## src/rtl/cpu_defs.sv

```systemverilog
// ============================================================================
// Module      : cpu_defs
// Description : Shared opcode/func constants, immediate kinds and the
//               immediate extension helper for the 16-bit four-register CPU.
// Revision    : 1.0 - initial release
// ============================================================================
`default_nettype none

package cpu_defs;

    localparam logic [3:0] OP_BNE   = 4'd0;
    localparam logic [3:0] OP_BEQ   = 4'd1;
    localparam logic [3:0] OP_BGZ   = 4'd2;
    localparam logic [3:0] OP_BLZ   = 4'd3;
    localparam logic [3:0] OP_ADI   = 4'd4;
    localparam logic [3:0] OP_ORI   = 4'd5;
    localparam logic [3:0] OP_LHI   = 4'd6;
    localparam logic [3:0] OP_LWD   = 4'd7;
    localparam logic [3:0] OP_SWD   = 4'd8;
    localparam logic [3:0] OP_JMP   = 4'd9;
    localparam logic [3:0] OP_JAL   = 4'd10;
    localparam logic [3:0] OP_RTYPE = 4'd15;

    localparam logic [5:0] FN_ADD = 6'd0;
    localparam logic [5:0] FN_SUB = 6'd1;
    localparam logic [5:0] FN_AND = 6'd2;
    localparam logic [5:0] FN_ORR = 6'd3;
    localparam logic [5:0] FN_NOT = 6'd4;
    localparam logic [5:0] FN_TCP = 6'd5;
    localparam logic [5:0] FN_SHL = 6'd6;
    localparam logic [5:0] FN_SHR = 6'd7;
    localparam logic [5:0] FN_JPR = 6'd25;
    localparam logic [5:0] FN_JRL = 6'd26;
    localparam logic [5:0] FN_WWD = 6'd28;
    localparam logic [5:0] FN_HLT = 6'd29;

    localparam logic [1:0] LINK_REG = 2'd2;

    typedef enum logic [1:0] {
        IMM_SEXT = 2'd0,
        IMM_ZEXT = 2'd1,
        IMM_LHI  = 2'd2,
        IMM_JTGT = 2'd3
    } imm_kind_e;

    function automatic logic [15:0] ext_imm(input imm_kind_e kind, input logic [15:0] instr);
        logic [15:0] r;
        case (kind)
            IMM_ZEXT: r = {8'h00, instr[7:0]};
            IMM_LHI:  r = {instr[7:0], 8'h00};
            IMM_JTGT: r = {4'b0000, instr[11:0]};
            default:  r = {{8{instr[7]}}, instr[7:0]};
        endcase
        return r;
    endfunction

endpackage

`default_nettype wire

```

## src/rtl/id_decoder.sv

```systemverilog
// ============================================================================
// Module      : id_decoder
// Description : Combinational instruction decoder: source usage, destination,
//               control bits and extended immediate.
// Revision    : 1.0 - initial release
// ============================================================================
`default_nettype none

module id_decoder
    import cpu_defs::*;
(
    input  logic [15:0] instr_i,
    output logic        use_rs_o,
    output logic        use_rt_o,
    output logic [1:0]  dest_o,
    output logic        reg_write_o,
    output logic        mem_read_o,
    output logic        mem_write_o,
    output logic        halt_o,
    output logic [15:0] imm_o
);

    logic [3:0] op;
    logic [5:0] fn;
    imm_kind_e  kind;

    assign op = instr_i[15:12];
    assign fn = instr_i[5:0];

    always_comb begin
        use_rs_o    = 1'b0;
        use_rt_o    = 1'b0;
        dest_o      = 2'd0;
        reg_write_o = 1'b0;
        mem_read_o  = 1'b0;
        mem_write_o = 1'b0;
        halt_o      = 1'b0;
        kind        = IMM_SEXT;
        case (op)
            OP_BNE, OP_BEQ, OP_BGZ, OP_BLZ: begin
                use_rs_o = 1'b1;
                use_rt_o = 1'b1;
            end
            OP_ADI: begin
                use_rs_o    = 1'b1;
                reg_write_o = 1'b1;
                dest_o      = instr_i[9:8];
            end
            OP_ORI: begin
                use_rs_o    = 1'b1;
                reg_write_o = 1'b1;
                dest_o      = instr_i[9:8];
                kind        = IMM_ZEXT;
            end
            OP_LHI: begin
                reg_write_o = 1'b1;
                dest_o      = instr_i[9:8];
                kind        = IMM_LHI;
            end
            OP_LWD: begin
                use_rs_o    = 1'b1;
                reg_write_o = 1'b1;
                mem_read_o  = 1'b1;
                dest_o      = instr_i[9:8];
            end
            OP_SWD: begin
                use_rs_o    = 1'b1;
                use_rt_o    = 1'b1;
                mem_write_o = 1'b1;
            end
            OP_JMP: kind = IMM_JTGT;
            OP_JAL: begin
                kind        = IMM_JTGT;
                reg_write_o = 1'b1;
                dest_o      = LINK_REG;
            end
            OP_RTYPE: begin
                use_rs_o = 1'b1;
                // ALU ops 0-3 are binary; 4-7 use rs only
                use_rt_o = (fn <= FN_ORR);
                if (fn <= FN_SHR) begin
                    reg_write_o = 1'b1;
                    dest_o      = instr_i[7:6];
                end else if (fn == FN_JRL) begin
                    reg_write_o = 1'b1;
                    dest_o      = LINK_REG;
                end
                halt_o = (fn == FN_HLT);
            end
            default: ;
        endcase
    end

    assign imm_o = ext_imm(kind, instr_i);

endmodule

`default_nettype wire

```

## src/rtl/id_stage.sv

```systemverilog
// ============================================================================
// Module      : id_stage
// Description : Decode stage: IF/ID and ID/EX pipeline registers, write-back
//               bypass of register operands and load-use hazard stall.
// Revision    : 1.0 - initial release
// ============================================================================
`default_nettype none

module id_stage
    import cpu_defs::*;
(
    input  logic        clk,
    input  logic        reset_n,
    input  logic        if_valid,
    input  logic [15:0] if_instr,
    input  logic [15:0] if_pc,
    output logic        stall,
    input  logic        flush,
    output logic [1:0]  rf_read1,
    output logic [1:0]  rf_read2,
    input  logic [15:0] rf_out1,
    input  logic [15:0] rf_out2,
    input  logic        wb_reg_write,
    input  logic [1:0]  wb_dest,
    input  logic [15:0] wb_data,
    input  logic        ex_valid,
    input  logic        ex_mem_read,
    input  logic [1:0]  ex_dest,
    output logic        idex_valid,
    output logic [15:0] idex_pc,
    output logic [3:0]  idex_opcode,
    output logic [5:0]  idex_func,
    output logic [15:0] idex_a,
    output logic [15:0] idex_b,
    output logic [15:0] idex_imm,
    output logic [1:0]  idex_dest,
    output logic        idex_reg_write,
    output logic        idex_mem_read,
    output logic        idex_mem_write,
    output logic        idex_halt
);

    logic        ifid_valid_q, ifid_valid_d;
    logic [15:0] ifid_instr_q, ifid_instr_d;
    logic [15:0] ifid_pc_q,    ifid_pc_d;

    logic        dec_use_rs, dec_use_rt, dec_reg_write, dec_mem_read, dec_mem_write, dec_halt;
    logic [1:0]  dec_dest;
    logic [15:0] dec_imm;
    logic [1:0]  rs, rt;
    logic [15:0] opnd_a, opnd_b;

    logic        v_q, v_d, rw_q, rw_d, mr_q, mr_d, mw_q, mw_d, h_q, h_d;
    logic [15:0] pc_q, pc_d, a_q, a_d, b_q, b_d, imm_q, imm_d;
    logic [3:0]  op_q, op_d;
    logic [5:0]  fn_q, fn_d;
    logic [1:0]  dst_q, dst_d;

    id_decoder u_dec (
        .instr_i     (ifid_instr_q),
        .use_rs_o    (dec_use_rs),
        .use_rt_o    (dec_use_rt),
        .dest_o      (dec_dest),
        .reg_write_o (dec_reg_write),
        .mem_read_o  (dec_mem_read),
        .mem_write_o (dec_mem_write),
        .halt_o      (dec_halt),
        .imm_o       (dec_imm)
    );

    assign rs       = ifid_instr_q[11:10];
    assign rt       = ifid_instr_q[9:8];
    assign rf_read1 = rs;
    assign rf_read2 = rt;

    // Same-cycle write-back is not yet visible through the register file
    assign opnd_a = (wb_reg_write && wb_dest == rs) ? wb_data : rf_out1;
    assign opnd_b = (wb_reg_write && wb_dest == rt) ? wb_data : rf_out2;

    assign stall = ifid_valid_q & ex_valid & ex_mem_read &
                   ((dec_use_rs & (rs == ex_dest)) | (dec_use_rt & (rt == ex_dest)));

    always_comb begin
        ifid_valid_d = ifid_valid_q;
        ifid_instr_d = ifid_instr_q;
        ifid_pc_d    = ifid_pc_q;
        if (flush) begin
            ifid_valid_d = 1'b0;
        end else if (!stall) begin
            ifid_valid_d = if_valid;
            ifid_instr_d = if_instr;
            ifid_pc_d    = if_pc;
        end
    end

    always_comb begin
        pc_d  = ifid_pc_q;
        op_d  = ifid_instr_q[15:12];
        fn_d  = ifid_instr_q[5:0];
        a_d   = opnd_a;
        b_d   = opnd_b;
        imm_d = dec_imm;
        dst_d = dec_dest;
        v_d   = ifid_valid_q;
        rw_d  = dec_reg_write & ifid_valid_q;
        mr_d  = dec_mem_read  & ifid_valid_q;
        mw_d  = dec_mem_write & ifid_valid_q;
        h_d   = dec_halt      & ifid_valid_q;
        if (flush || stall) begin
            v_d  = 1'b0;
            rw_d = 1'b0;
            mr_d = 1'b0;
            mw_d = 1'b0;
            h_d  = 1'b0;
        end
    end

    always_ff @(posedge clk) begin
        if (!reset_n) begin
            ifid_valid_q <= 1'b0;
            ifid_instr_q <= 16'h0000;
            ifid_pc_q    <= 16'h0000;
            v_q   <= 1'b0;
            rw_q  <= 1'b0;
            mr_q  <= 1'b0;
            mw_q  <= 1'b0;
            h_q   <= 1'b0;
            pc_q  <= 16'h0000;
            op_q  <= 4'h0;
            fn_q  <= 6'h00;
            a_q   <= 16'h0000;
            b_q   <= 16'h0000;
            imm_q <= 16'h0000;
            dst_q <= 2'd0;
        end else begin
            ifid_valid_q <= ifid_valid_d;
            ifid_instr_q <= ifid_instr_d;
            ifid_pc_q    <= ifid_pc_d;
            v_q   <= v_d;
            rw_q  <= rw_d;
            mr_q  <= mr_d;
            mw_q  <= mw_d;
            h_q   <= h_d;
            pc_q  <= pc_d;
            op_q  <= op_d;
            fn_q  <= fn_d;
            a_q   <= a_d;
            b_q   <= b_d;
            imm_q <= imm_d;
            dst_q <= dst_d;
        end
    end

    assign idex_valid     = v_q;
    assign idex_pc        = pc_q;
    assign idex_opcode    = op_q;
    assign idex_func      = fn_q;
    assign idex_a         = a_q;
    assign idex_b         = b_q;
    assign idex_imm       = imm_q;
    assign idex_dest      = dst_q;
    assign idex_reg_write = rw_q;
    assign idex_mem_read  = mr_q;
    assign idex_mem_write = mw_q;
    assign idex_halt      = h_q;

endmodule

`default_nettype wire

```

## config.mk

```make
export PLATFORM = sky130hd
export DESIGN_NAME = id_stage
export DESIGN_NICKNAME = d
export VERILOG_FILES = /design/src/rtl/cpu_defs.sv /design/src/rtl/id_decoder.sv /design/src/rtl/id_stage.sv
export SDC_FILE = /design/constraint.sdc
export NUM_CORES = 1
export LEC_CHECK = 0
export CORE_MARGIN = 2
export CORE_UTILIZATION = 46
export DETAILED_ROUTE_END_ITERATION = 12
export PLACE_DENSITY = 0.93
export SLEW_MARGIN = 10
export SYNTH_ARGS = -nofsm -noshare
export SYNTH_HDL_FRONTEND = slang
export SYNTH_SLANG_ARGS = --single-unit
export TNS_END_PERCENT = 100
```

## constraint.sdc

```tcl
create_clock -name clk -period 3.8 [get_ports clk]
set_input_delay 0.95 -clock clk [delete_from_list [all_inputs] [get_ports clk]]
set_output_delay 0.95 -clock clk [all_outputs]
set_load 0.005 [all_outputs]
```

=== Yosys cells after proc, flatten, opt, wreduce, memory -nomap -nowiden ===
Cells that the tools add are included.

* Output and inout port bits: 86
* Flip-flop bits (word level): 114
* Logic and storage cells: 77

* Equality and inequality tests: 20
* Reductions and logical operators: 12
* Multiplexer cells: 15
* $lt $le $gt $ge: 2
* Bitwise operators: 13

{| class="wikitable"
|+ Operators by type and width
! operator !! number
|-
| $pmux W16 S3 || 1
|-
| $mux W16 || 2
|-
| $eq A4 B3 Y1 const B || 4
|-
| $eq A4 B4 Y1 const B || 4
|-
| $eq A6 B5 Y1 const B || 2
|-
| $pmux W2 S3 || 2
|-
| $reduce_or A5 Y1 || 2
|-
| $and A1 B1 Y1 || 9
|-
| $reduce_or A9 Y1 || 1
|-
| $eq A2 B2 Y1 || 4
|-
| $eq A4 B2 Y1 const B || 2
|-
| $le A6 B2 Y1 const B || 1
|-
| $le A6 B3 Y1 const B || 1
|-
| $mux W1 || 6
|-
| $reduce_or A2 Y1 || 3
|-
| $eq A2 B2 Y1 const B || 2
|-
| $eq A4 B1 Y1 const B || 1
|-
| $logic_not A4 Y1 || 1
|-
| $mux W2 || 2
|-
| $pmux W1 S2 || 2
|-
| $reduce_or A4 Y1 || 1
|-
| $not A1 Y1 || 3
|-
| $eq A2 B1 Y1 const B || 1
|-
| $logic_and A1 B1 Y1 || 2
|-
| 3 further kinds || 3
|}

=== Longest topological paths before layout ===
Gate-level depths: netlist of run 1.

* Depth in word-level cells: 8
* Depth in mapped cells: 7
* Gate-level depth less buffers: 4

=== Cells and area by module ===
A second synthesis of run 1 with hierarchy kept.

* Cells, all modules: 405
* Area total of the unflattened synthesis: 4184.0 µm²

{| class="wikitable"
|+ By module, submodules not included
! module !! seq. area each (µm²) !! cells each !! times used !! area an instance (µm²)
|-
| id_stage || 2282.2 || 343 || 1 || 3788.6
|-
| id_decoder || 0.0 || 62 || 1 || 395.4
|}

=== Worst setup path after synthesis of run 1 ===
OpenSTA, ideal clock, no wires.

* Path type: input-to-output
* Start point: input ex_mem_read
* End point: output stall
* Stages: 3
* Arrival time: 1440 ps
* Path slack: 1410 ps
* Required time: 2850 ps
* Cell sequence: and3_2 nand3_1 o22ai_1

* Word-level cells in the longest chain between the ends: 2

{| class="wikitable"
|+ RTL lines
! element !! line !! RTL
|-
| from (decl) || id_stage.sv:27 || <nowiki>input logic ex_mem_read,</nowiki>
|-
| $and A1 B1 Y1 (2 in series) || id_stage.sv:80 || <nowiki>assign stall = ifid_valid_q & ex_valid & ex_mem_read &</nowiki>
|-
| to (decl) || id_stage.sv:17 || <nowiki>output logic stall,</nowiki>
|}

No other way between the ends.

=== Worst setup path after layout of run 1 ===
* Start point: input ex_dest[1]
* End point: output stall

* Word-level cells in the longest chain between the ends: 4

{| class="wikitable"
|+ RTL lines
! element !! line !! RTL
|-
| from (decl) || id_stage.sv:28 || <nowiki>input logic [1:0] ex_dest,</nowiki>
|-
| $eq A2 B2 Y1 || id_stage.sv:81 || <nowiki>((dec_use_rs & (rs == ex_dest)) | (dec_use_rt & (rt == ex_dest)));</nowiki>
|-
| $and A1 B1 Y1 || id_stage.sv:81 ||
|-
| $or A1 B1 Y1 (*) || id_stage.sv:81 ||
|-
| $and A1 B1 Y1 (*) || id_stage.sv:80 ||
|}

Mark *: on every way between the ends. The rest lies on a longest branch, timed or not.

==> summary.txt, run 1 <==
Synthesis
  – Syn Std Cell Area: between 4000 and 5000 um^2
  – Average size of a mapped cell: 10.2 um^2
  – Register area share after synthesis: 54.6%
  – Leading post-synthesis cells by instance count: dfxtp_1, nand2_1, mux2i_1, nor2b_1, inv_1
  – Net count after synthesis: ~500
  – Number of warnings printed during yosys synthesis: 0
  – Yosys cell types: 42
  – Predominant post-synthesis flop cell: dfxtp_1
  – Mapped Cells: 410
  – Share of the synthesized area in the top cell type: 54.6%
  – Most area-consuming cells after synthesis: dfxtp_1, mux2i_1, nand2_1
  – Seq cells post-synth: 114
  – Largest area contributor in the synthesized netlist: dfxtp_1
  – Number of enable-type register cells in the synthesized netlist: 0
  – Async set-reset flop share out of synthesis: 0%
  – Cell with the most instances after synthesis: dfxtp_1

Worst setup path
  – Critical register-to-register path startpoint: ifid_instr_q[15]
  – Setup crit end kind: primary output
  – R2r setup slk: around 1.6 ns
  – Kind of critical path: in2out
  – Crit path cell chain: clkdlybuf4s50_1 -> xnor2_1 -> nand3_1 -> o22ai_1 -> clkdlybuf4s50_1
  – Slowest cell delay on critical path: roughly 0.54 ns
  – Worst setup path endpoint: stall
  – Required time of the critical path: 2.85 ns
  – Crit path launch type: input pin
  – Capturing point of the worst reg2reg path: ifid_pc_q[15]
  – Cell with the largest stage delay on the worst path: clkdlybuf4s50_1
  – Cell mode on critical path: clkdlybuf4s50_1
  – Worst Reg-to-Reg Cells: 5
  – Worst setup startpoint: ex_dest[1]
  – Count of buffer and inverter cells on the critical path: 2
  – Maximum fanout count along the critical path: 3
  – CP top delay family: buffers and inverters
  – Crit path depth: 5
  – Worst Path Arrival: ~2.6 ns

GRT
  – Initial antenna violation count: 0
  – GRT Resource Usage Total: 23.6%
  – First-pass GRT wire length: 18.1 mm
  – Aggregate global routing overflow: 0
  – Via count of the first global-routing pass: 3708
  – Pin count of the biggest net entering global routing: 47

Pwr
  – Cell internal power dissipation: around 2.6 mW
  – Part of the total power dissipated in combinational logic: 10.8%
  – Sw power: 0.753 mW
  – Power density cells: between 500 and 600 nW/um^2
  – Total chip power: approximately 3.3 mW
  – Net switching share of the total power: 22.8%
  – Worst vdd ir: approximately 360 uV
  – Share of total power in sequential cells: between 30% and 40%
  – Share of power burned in the clock network: between 40% and 50%
  – Static Leakage: roughly 3.0 nW

Place
  – Post-DP HPWL: 8.36 mm
  – Cells after DPL: about 670
  – Pre-CTS WS: 0.321 ns
  – Number of port buffers: 176
  – Weighted congestion at the end of routability-driven global placement: ~0.91
  – Instance area after placement: 5900 um^2

Timing
  – Count of final max-slew check failures: 0
  – Unrepaired setup endpoints after global routing: no
  – Hold slack final: 0.431 ns
  – Final total negative setup slack: 0 ns
  – Number of endpoints failing setup at the final stage: 0
  – Slew of the pin with the lowest slew margin: 0.735 ns
  – Highest clock rate: 286 MHz
  – Smallest setup slack after layout: 0.301 ns
  – Final period utilization: approximately 92%
  – Endpoints failing hold: 0
  – Max-Slew Margin vs Limit: between 50 and 60%
  – Max Clock Skew: 0.00515 ns
  – Final worst path period need: around 3.5 ns

Final layout
  – Area added between synthesis and finish: 56.1%
  – Number of nets in the finished design: about 670
  – Proportion of layout cells with a drive suffix above 1: between 7 and 8%
  – Ant. Diodes: 0
  – Design Area, Final: roughly 6500 um^2
  – Final-layout fill cell count: 588
  – End-of-flow core utilization: approximately 75%
  – Final standard cell count with taps included and fillers excluded: 704

Flow run
  – Maxcap violations: 0

Detailed routing
  – Final antenna-violating net count: 0
  – Post-detailed-route wirelength per cell: around 16 um
  – # DRC: 0
  – Number of DRC markers after the initial detailed-route iteration: 115
  – Vias per Instance: 4.99
  – First-pass detailed-route iteration total: 4
  – Wirelength, routed: 11.6 mm
  – Via count: between 3000 and 4000

Outcome
  – Result of the run: complete, no violations

Floorplanning
  – Initial core utilization: 47.7%
  – X dimension of the die: between 90 and 100 um
  – Boundary pin count: 177
  – Total die area: 9870 um^2
  – Die extent in y: 99.4 um
  – Standard-cell rows: 34
  – Placeable core region: a little under 9000 um^2

Clock network
  – Clock tree from TritonCTS: built
  – Clock slew seen by the registers of the worst setup and hold paths: 0.06 ns
  – Depth of the CTS H-tree: 4
  – Number of buffers created by CTS: 17
  – # Post-CTS Setup Buffers: 0
  – Count of cells resized by post-cts repair: 0
  – Clock latency on the worst-skew pair: 0.50 ns
  – Clock tree root buffer cell: clkbuf_8
  – Count of clock tree sinks: 114
  – Hold buffers post-CTS: 0
  – Buffers from clock root to sink, at most: 2

Min path
  – Worst hold path depth: 2
  – Worst Hold Class: reg2reg
routing by layer:
| metal | global-route usage [%] | vias up | part of all wire, % |
|---|---|---|---|
| li1 | - | 1676 | - |
| met1 | 24.7 | 1640 | 36 |
| met2 | 41.3 | 172 | 51 |
| met3 | 10.2 | 24 | 11 |
| met4 | 9.91 | 0 | 2.1 |
| met5 | 0 | - | 0 |
tightest hold or removal path, delay by kind of cell (launching register included):
family	cells	cell delay, ns
and+or+nand+nor	1	0.06
buffers and inverters	1	0.04
DFF	1	0.30
cells by family (layout without fill, tap and decap cells):
| logic type | after synthesis | count (layout) | synth area share, % |
|---|---|---|---|
| DFF | 114 | 114 | 54.6 |
| AOI/OAI and AO/OA | 22 | 22 | 3.68 |
| buffers and inverters | 57 | 243 | 7.60 |
| muxes | 64 | 64 | 15.3 |
| xor gates and xnor gates | 9 | 9 | 1.88 |
| and+or+nand+nor | 144 | 144 | 17.0 |
power by group through the flow:
stage / Combinational (mW) / Sequential (mW) / Clock [mW]
2_1_floorplan: 0.153 / 1.31 / 0
3_3_place_gp: 0.345 / 1.32 / 0
3_5_place_dp: 0.355 / 1.32 / 0
4_1_cts: 0.360 / 1.30 / 1.67
5_1_grt: 0.385 / 1.30 / 1.73
6_report: 0.358 / 1.30 / 1.65
how the worst min path moves through the flow:
stage	from	to
6_report	ifid_pc_q[5]	idex_pc[5]
5_1_grt	ifid_pc_q[5]	idex_pc[5]
4_1_cts	ifid_pc_q[5]	idex_pc[5]
3_5_place_dp	ifid_pc_q[5]	idex_pc[5]
3_3_place_gp	ifid_pc_q[5]	idex_pc[5]
2_1_floorplan	ifid_pc_q[0]	idex_pc[0]
layout by cell type (no fill, tap or decap), types with 2 or more instances in the layout:
cell type / netlist / final
a22oi_1: 4 / 4
a31oi_1: 2 / 2
and2_1: 2 / 2
and4bb_1: 2 / 2
buf_4: 6 / 4
bufinv_16: 0 / 4
clkbuf_16: 0 / 16
clkdlybuf4s50_1: 0 / 175
clkinvlp_4: 0 / 5
dfxtp_1: 114 / 114
inv_1: 31 / 31
inv_6: 0 / 4
mux2i_1: 64 / 64
nand2_1: 74 / 74
nand3_1: 2 / 2
nand3_2: 2 / 2
nand4_1: 2 / 2
nor2_1: 14 / 14
nor2b_1: 33 / 33
nor3_1: 4 / 3
nor3_2: 1 / 2
o21ai_0: 6 / 6
xnor2_1: 8 / 8
layout make-up:
cell class              instances  area (um^2)  share of cell area [%]
multi-input cells             239         1590                    24.3
repair buffers                180         1790                    27.4
flip-flops and latches        114         2280                    35.0
well taps                     108          135                    2.07
clock buffers                  17          414                    6.34
inverters                      31          116                    1.78
clock inverters                15          206                    3.16
flip-flops by register name, summed over array words and instances (netlist names), 2 cells and up:
signal,flops
idex_a,16
ifid_pc_q,16
idex_imm,16
idex_b,16
idex_func,6
idex_pc,16
idex_dest,2
idex_opcode,4
ifid_instr_q,16
Note: power is estimated with default switching activity, not from simulation.
==> run 2: changes to the inputs <==
--- a/config.mk
+++ b/config.mk
@@ -5,8 +5,10 @@
 export SDC_FILE = /design/constraint.sdc
 export NUM_CORES = 1
 export LEC_CHECK = 0
+export CELL_PAD_IN_SITES_DETAIL_PLACEMENT = 0
+export CELL_PAD_IN_SITES_GLOBAL_PLACEMENT = 1
 export CORE_MARGIN = 2
-export CORE_UTILIZATION = 46
+export CORE_UTILIZATION = 34
 export DETAILED_ROUTE_END_ITERATION = 12
 export PLACE_DENSITY = 0.93
 export SLEW_MARGIN = 10
==> summary.txt, run 2 (synthesis results as in run 1) <==
Clock network
  – Count of cells resized by post-cts repair: 0
  – Clock slew seen by the registers of the worst setup and hold paths: 0.05 ns
  – Clock latency on the worst-skew pair: 0.41 ns
  – Clock tree from TritonCTS: built
  – # Post-CTS Setup Buffers: 0
  – Count of clock tree sinks: 114
  – Buffers from clock root to sink, at most: 2
  – Number of buffers created by CTS: 17
  – Clock tree root buffer cell: clkbuf_16
  – Depth of the CTS H-tree: 4
  – Hold buffers post-CTS: 0

Detailed routing
  – Number of DRC markers after the initial detailed-route iteration: 97
  – Final antenna-violating net count: 0
  – First-pass detailed-route iteration total: 4
  – # DRC: 0
  – Via count: 3401
  – Vias per Instance: 4.58
  – Post-detailed-route wirelength per cell: 14.2 um
  – Wirelength, routed: roughly 11 mm

Floorplanning
  – Placeable core region: 12000 um^2
  – Boundary pin count: 177
  – Standard-cell rows: 40
  – Die extent in y: 115 um
  – Initial core utilization: 34.8%
  – Total die area: between 10000 and 15000 um^2
  – X dimension of the die: around 110 um

Timing
  – Hold slack final: 0.426 ns
  – Count of final max-slew check failures: 0
  – Final worst path period need: around 3.5 ns
  – Unrepaired setup endpoints after global routing: no
  – Slew of the pin with the lowest slew margin: 0.767 ns
  – Final total negative setup slack: 0 ns
  – Highest clock rate: a little under 300 MHz
  – Smallest setup slack after layout: roughly 0.34 ns
  – Max-Slew Margin vs Limit: roughly 49%
  – Final period utilization: 91.0%
  – Max Clock Skew: a little over 0.007 ns
  – Endpoints failing hold: 0
  – Number of endpoints failing setup at the final stage: 0

Final layout
  – Commonest cells after routing, fill and taps aside: clkdlybuf4s50_1, dfxtp_1, nand2_1
  – Final-layout fill cell count: roughly 1100
  – Number of nets in the finished design: 673
  – Final standard cell count with taps included and fillers excluded: around 740
  – Flip-flop and latch area: between 2000 and 2500 um^2
  – Most common cell after layout, fill and taps aside: clkdlybuf4s50_1
  – Area taken by multi-input logic gates: approximately 1600 um^2
  – Proportion of layout cells with a drive suffix above 1: 7.23%
  – Ant. Diodes: 0
  – Area added between synthesis and finish: 58.1%

Worst setup path
  – Kind of critical path: in2out
  – Worst Reg-to-Reg Cells: 5
  – Capturing point of the worst reg2reg path: ifid_pc_q[4]
  – Crit path launch type: input pin
  – Worst Path Arrival: between 2 and 3 ns
  – Required time of the critical path: 2.85 ns
  – R2r setup slk: 1.63 ns
  – Setup crit end kind: primary output
  – Maximum fanout count along the critical path: 3
  – Critical register-to-register path startpoint: ifid_instr_q[15]

Flow run
  – Maxcap violations: 0

Min path
  – End point of the worst hold path: idex_pc[13]
  – Launch point of the worst hold path: ifid_pc_q[13]
  – Worst Hold Class: reg2reg
  – Worst hold path depth: 2

GRT
  – First-pass GRT wire length: approximately 17 mm
  – Via count of the first global-routing pass: 3455
  – Initial antenna violation count: 0
  – Pin count of the biggest net entering global routing: 55
  – GRT Resource Usage Total: between 10% and 20%
  – Aggregate global routing overflow: 0

Place
  – Cells after DPL: 710
  – Pre-CTS WS: about 0.33 ns
  – Post-DP HPWL: 7.76 mm
  – Number of port buffers: roughly 180
  – Weighted congestion at the end of routability-driven global placement: 0.831

Pwr
  – Worst vdd ir: 253 uV
  – Static Leakage: 3.02 nW
  – Total chip power: approximately 3.4 mW
  – Power density cells: 510 nW/um^2

Outcome
  – Result of the run: complete, no violations
-- run 2: worst max-delay path by stage --
stage | start | to | slack, ns | depth (start not counted)
finish | ex_dest[0] | stall | 0.34 | 5
global route | ex_dest[0] | stall | 0.25 | 5
CTS | ex_dest[0] | stall | 0.32 | 5
detailed placement | ex_dest[0] | stall | 0.33 | 5
global placement | ex_dest[1] | stall | 0.37 | 5
floorplan | ex_mem_read | stall | 1.41 | 3
-- run 2: final cells by class --
type / instances / area share (%)
Timing Repair Buffer: 179 / 27.1
Clock buffer: 18 / 6.64
Clock inverter: 14 / 3.20
Inverter: 31 / 1.76
Sequential cell: 114 / 34.5
Multi-Input combinational cell: 239 / 24.0
Tap cell: 147 / 2.78
-- run 2: power by group --
group          total, mW  internal [mW]  switching (mW)
combinational      0.351          0.223           0.128
clock               1.73           1.18           0.550
sequential          1.30           1.26          0.0350
-- run 2: layer usage --
| metal | up-vias | track usage, % | routed length (um) |
|---|---|---|---|
| met3 | 20 | 8.70 | 1100 |
| met4 | 0 | 8.11 | 252 |
| met2 | 136 | 27.3 | 5070 |
| met1 | 1570 | 17.2 | 4090 |
| met5 | - | 0 | 0 |
| li1 | 1675 | - | - |
-- run 2: metrics by stage --
stage / instance area, um^2 / utilization (%)
after floorplan: 4180 / -
after global placement: 5960 / 49.6
after detailed placement: 5960 / 49.6
after CTS: 6610 / 55.0
after global routing: 6610 / 55.1
final: 6610 / 55.1
-- run 2: worst max-delay path, cell delays in order --
cell	delay [ns]
clkdlybuf4s50_1	0.52
xnor2_1	0.13
nand3_1	0.13
o22ai_1	0.23
clkdlybuf4s50_1	0.54
